<file path="src/rtl/dec_gray2bin_pipe.sv">
// -----------------------------------------------------------------------------
// dec_gray2bin_pipe
// Pipelined Gray-to-binary decoder. Accepts Gray-coded words over a valid/ready
// stream and presents the binary value STAGES cycles later, one word per cycle.
//
// Parameters:
//   WIDTH   data width in bits (>= 2)
//   STAGES  pipeline register stages (1..WIDTH); each stage resolves
//           K = ceil(WIDTH/STAGES) bits MSB-first, the last stage the remainder
//
// Ports:
//   clk        rising-edge clock
//   rst_n      asynchronous active-low reset
//   in_valid   in_gray valid
//   in_ready   decoder can accept in_gray this cycle
//   in_gray    Gray-coded input word
//   out_valid  out_bin valid
//   out_ready  downstream accepts out_bin this cycle
//   out_bin    decoded binary word
//   out_err    code-step error flag qualified by out_valid
//
// Optional feature macro: GRAY_CHECK_EN
//   Defined: each accepted word is compared with the previously accepted code;
//   a Hamming distance above 1 marks that word, and the mark travels with it to
//   out_err. The first word after reset is never marked.
//   Undefined: no compare logic, out_err is tied to 0.
//
// Handshake: a word moves across a boundary only when valid and ready are both
// high in the same cycle. Stage k is ready when it is empty or the stage after
// it is ready (the stage after the last is out_ready); in_ready is stage 0's
// ready. A ready stage loads its upstream valid, so a full pipe with out_ready
// high accepts and emits in the same cycle.
// -----------------------------------------------------------------------------
module dec_gray2bin_pipe #(
    parameter int WIDTH  = 10,
    parameter int STAGES = 2
) (
    input  logic             clk,
    input  logic             rst_n,
    input  logic             in_valid,
    output logic             in_ready,
    input  logic [WIDTH-1:0] in_gray,
    output logic             out_valid,
    input  logic             out_ready,
    output logic [WIDTH-1:0] out_bin,
    output logic             out_err
);

    localparam int K = (WIDTH + STAGES - 1) / STAGES;

    // Highest bit index resolved by stage k (may be negative for stages left
    // with no bits when K*STAGES overshoots WIDTH).
    function automatic int slice_hi(input int k);
        return WIDTH - 1 - k * K;
    endfunction

    // Lowest bit index resolved by stage k; the last stage sweeps to bit 0.
    function automatic int slice_lo(input int k);
        int lo;
        lo = WIDTH - (k + 1) * K;
        if (k == STAGES - 1 || lo < 0) begin
            lo = 0;
        end
        return lo;
    endfunction

    // Bits above hi are already binary; bits in [lo, hi] are converted using
    // the binary bit just above them; bits below lo stay Gray for later stages.
    function automatic logic [WIDTH-1:0] resolve_slice(
        input logic [WIDTH-1:0] w,
        input int               hi,
        input int               lo
    );
        logic [WIDTH-1:0] r;
        r = w;
        for (int i = WIDTH - 2; i >= 0; i--) begin
            if (i <= hi && i >= lo) begin
                r[i] = r[i+1] ^ r[i];
            end
        end
        return r;
    endfunction

    logic [WIDTH-1:0] data_q  [STAGES];
    logic [WIDTH-1:0] data_d  [STAGES];
    logic [WIDTH-1:0] up_data [STAGES];
    logic [STAGES-1:0] valid_q;
    logic [STAGES-1:0] up_valid;
    logic [STAGES:0]   rdy;

    // Ready chain, computed from the output end back toward the input.
    always_comb begin
        rdy         = '0;
        rdy[STAGES] = out_ready;
        for (int k = STAGES - 1; k >= 0; k--) begin
            rdy[k] = !valid_q[k] | rdy[k+1];
        end
    end

    // Upstream view of each stage and its partially decoded next value.
    always_comb begin
        up_valid = '0;
        for (int k = 0; k < STAGES; k++) begin
            up_data[k] = '0;
        end
        up_valid[0] = in_valid;
        up_data[0]  = in_gray;
        for (int k = 1; k < STAGES; k++) begin
            up_valid[k] = valid_q[k-1];
            up_data[k]  = data_q[k-1];
        end
        for (int k = 0; k < STAGES; k++) begin
            data_d[k] = resolve_slice(up_data[k], slice_hi(k), slice_lo(k));
        end
    end

    always_ff @(posedge clk or negedge rst_n) begin
        if (!rst_n) begin
            valid_q <= '0;
            for (int k = 0; k < STAGES; k++) begin
                data_q[k] <= '0;
            end
        end else begin
            for (int k = 0; k < STAGES; k++) begin
                if (rdy[k]) begin
                    valid_q[k] <= up_valid[k];
                    // Data only moves with a real word so a held bubble keeps
                    // the registers quiet.
                    if (up_valid[k]) begin
                        data_q[k] <= data_d[k];
                    end
                end
            end
        end
    end

    assign in_ready  = rdy[0];
    assign out_valid = valid_q[STAGES-1];
    assign out_bin   = data_q[STAGES-1];

`ifdef GRAY_CHECK_EN
    logic [WIDTH-1:0]  prev_q;
    logic              seen_q;
    logic [WIDTH-1:0]  diff;
    logic              err_new;
    logic [STAGES-1:0] err_q;
    logic [STAGES-1:0] up_err;
    logic              accept;

    assign accept = in_valid & rdy[0];

    // More than one differing bit <=> clearing the lowest set bit leaves
    // something behind.
    always_comb begin
        diff    = in_gray ^ prev_q;
        err_new = seen_q && ((diff & (diff - WIDTH'(1))) != '0);
    end

    always_comb begin
        up_err    = '0;
        up_err[0] = err_new;
        for (int k = 1; k < STAGES; k++) begin
            up_err[k] = err_q[k-1];
        end
    end

    always_ff @(posedge clk or negedge rst_n) begin
        if (!rst_n) begin
            prev_q <= '0;
            seen_q <= 1'b0;
            err_q  <= '0;
        end else begin
            if (accept) begin
                prev_q <= in_gray;
                seen_q <= 1'b1;
            end
            for (int k = 0; k < STAGES; k++) begin
                if (rdy[k] && up_valid[k]) begin
                    err_q[k] <= up_err[k];
                end
            end
        end
    end

    assign out_err = err_q[STAGES-1];
`else
    assign out_err = 1'b0;
`endif

endmodule
</file>
<file path="config.mk">
export PLATFORM = sky130hd
export DESIGN_NAME = dec_gray2bin_pipe
export DESIGN_NICKNAME = d
export VERILOG_FILES = /design/src/rtl/dec_gray2bin_pipe.sv
export SDC_FILE = /design/constraint.sdc
export NUM_CORES = 1
export LEC_CHECK = 0
export BUFFER_PORTS_ARGS = -buffer_cell sky130_fd_sc_hd__buf_2
export CAP_MARGIN = 20
export CORE_MARGIN = 8
export CORE_UTILIZATION = 50
export DETAILED_ROUTE_END_ITERATION = 6
export PLACE_DENSITY = 0.76
export SLEW_MARGIN = 5
export SYNTH_ARGS = -nofsm -noshare
export SYNTH_HDL_FRONTEND = slang
export SYNTH_SLANG_ARGS = --single-unit
</file>
<file path="constraint.sdc">
create_clock -name clk -period 4.3 [get_ports clk]
set_input_delay 0.86 -clock clk [delete_from_list [all_inputs] [get_ports clk]]
set_output_delay 0.86 -clock clk [all_outputs]
set_load 0.005 [all_outputs]
</file>
==> reports/metrics.yaml <==
die_h_um: 61.9
path_cells: "buf_2 -> nand3b_1 -> buf_2"
hold_ws_ns: 0.496
detail-route-antenna-nets: 0
wire_per_inst_um: 13.5
final_nets: 104
path_clk_slew_ns: 0.11
p_sw_uw: 160
final_common_cell: "buf_2"
grtUsageTotal_pct: 9.52
area_growth_pct: 10.7
slowest_stage: "nand3b_1"
totalWireLength_um: 1570
timing.rr.end: "out_bin[0]$_DFFE_PN0P_"
cp_top_family: "buffers and inverters"
grt_max_degree: 23
die-area_um2: 3840
grt-ovfl-total: 0
post-route-min-period_ns: 2.15
endpoint: "in_ready"
dpl_cell_area_um2: 1130
dp_hpwl_um: 1200
root_buffer: "clkbuf_4"
fin_area_um2: 1170
drv_slew: 0
drt-initial-drc-count: 11
path_class: "in -> out"
tritoncts: "built"
synth.cell_area_um2: 1050
dp_cells: 112
crit_cells: 3
ys_seq_area_share_pct: 52.2
swShare_pct: 25.8
power.total_uw: 619
pwr-share-seq_pct: 48.4
rsz0062_at_grt: "no"
max_freq_ghz: 0.465
first_pass_iters: 3
cp-startpoint: "out_ready"
fin_worst_skew_ns: 0.000900
fp.coreArea_um2: 1980
insertion_delay_ns: 0.30
multi_input_area_um2: 422
cp.arrival_ns: 1.29
num_io_pins: 27
start_util_pct: 53.2
final_layout_size_suffix_gt1_share_pct: 57.3
cts_resized: 0
pwr-share-clk_pct: 17.9
gp_congestion: 0.650
p_int_uw: 459
clock_tree.buffer_depth: 2
required_ns: 3.44
row_count: 16
vias: 559
synth_cells: 71
instances_no_fill: 116
vias_per_cell: 4.82
die_x_um: 61.9
r2r_slack_ns: 2.69
hold_viol: 0
cap_violations: 0
grt_pass1_vias: 623
grt_pass1_wl_um: 2610
synth_seq_cells: 22
syn_nets: 85
fin_setup_tns_ns: 0
avgSynthCellArea_um2: 14.9
cts_made_buffers: 3
fill_cells: 163
final_cell_mix: "buf_2, dfrtp_1, mux2_2"
crit_top_cell: "buf_2"
endpoint_kind: "output pin"
cp-start-kind: "input port"
antenna_found_initial: 0
worstHoldPathType: "in -> async"
cpPeakStageDelay_ns: 0.18
ys_types: 12
diodes: 0
fin_crit_sh_pct: 50.0
hold_buffers: 0
critPathBufInv: 2
r2r-start: "data_q[14]$_DFFE_PN0P_"
yosysWarnings: 0
setup_viol: 0
peakVddDrop_v: 0.000286
drc: 0
pwr-share-comb_pct: 33.7
status: "completed"
post_cts_buffers: 0
h-tree-depth: 1
ff2ff_path_depth: 3
clock-sinks: 22
p_leak_uw: 0.000560
seqCellArea_um2: 551
crit_fanout: 3
port_buffers: 25
powerDensity_nw_per_um2: 530
kinds of logic (layout without fill, tap and decap cells):
logic type	count (synthesis)	count (layout)	share of synthesized area, %
buffers and inverters	11	29	7.83
muxes	20	20	21.4
and+or+nand+nor	6	6	3.20
other	1	1	0.356
xor gates and xnor gates	11	11	15.1
DFF	22	22	52.2
layer usage:
layer / part of all wire [%] / track usage [%] / up-vias
met5: 0 / 0 / -
li1: - / - / 265
met2: 48 / 14.6 / 16
met1: 43 / 11.0 / 276
met4: 0.96 / 5.84 / 0
met3: 8.1 / 3.50 / 2
worst min-delay path by stage:
stage / end / slack [ns] / cells after the start
finish: valid_q[1]$_DFFE_PN0P_ / 0.50 / 1
global placement: valid_q[1]$_DFFE_PN0P_ / 0.47 / 1
detailed placement: valid_q[1]$_DFFE_PN0P_ / 0.48 / 1
floorplan: valid_q[1]$_DFFE_PN0P_ / 0.46 / 1
CTS: out_bin[2]$_DFFE_PN0P_ / 0.50 / 1
global route: valid_q[1]$_DFFE_PN0P_ / 0.51 / 1
worst register-to-register path, delay by kind of cell, from the launching register on:
kind          cells  cell delay, ns
flip-flops        1            0.40
XOR/XNOR          2            0.85
multiplexers      1            0.26
power groups by stage:
stage / Clock [µW] / Sequential, µW / Combinational, µW
after detailed placement: 0 / 305 / 215
after global routing: 125 / 309 / 229
after global placement: 0 / 302 / 211
after CTS: 118 / 300 / 215
after floorplan: 0 / 298 / 203
final: 111 / 300 / 208
area by class of cell:
class	count	area share (%)
Sequential cell	22	47.2
Multi-Input combinational cell	38	36.1
Timing Repair Buffer	25	10.7
Clock buffer	4	3.11
Tap cell	27	2.89
metrics by stage:
step | worst slack (ns) | util (%)
after global routing | 2.09 | 58.9
after floorplan | 2.38 | -
final | 2.15 | 58.9
after detailed placement | 2.15 | 57.1
after global placement | 2.17 | 57.1
after CTS | 2.15 | 58.9
flip-flops by register name (all words and copies together) (netlist names):
name,flops
out_bin,10
data_q,5
data_d,5
valid_q,2
cells in the mapped netlist:
cell | n | share of area (%)
xnor3_1 | 2 | 4.3
xor3_2 | 1 | 2.4
xnor2_1 | 3 | 2.5
xor2_1 | 4 | 3.3
dfrtp_1 | 22 | 52
mux2_2 | 20 | 21
xor3_4 | 1 | 2.6
nand2_1 | 2 | 0.71
nand3b_1 | 1 | 0.71
nand2b_1 | 3 | 1.8
conb_1 | 1 | 0.36
buf_4 | 11 | 7.8
Power figures use the tool's default switching activity.
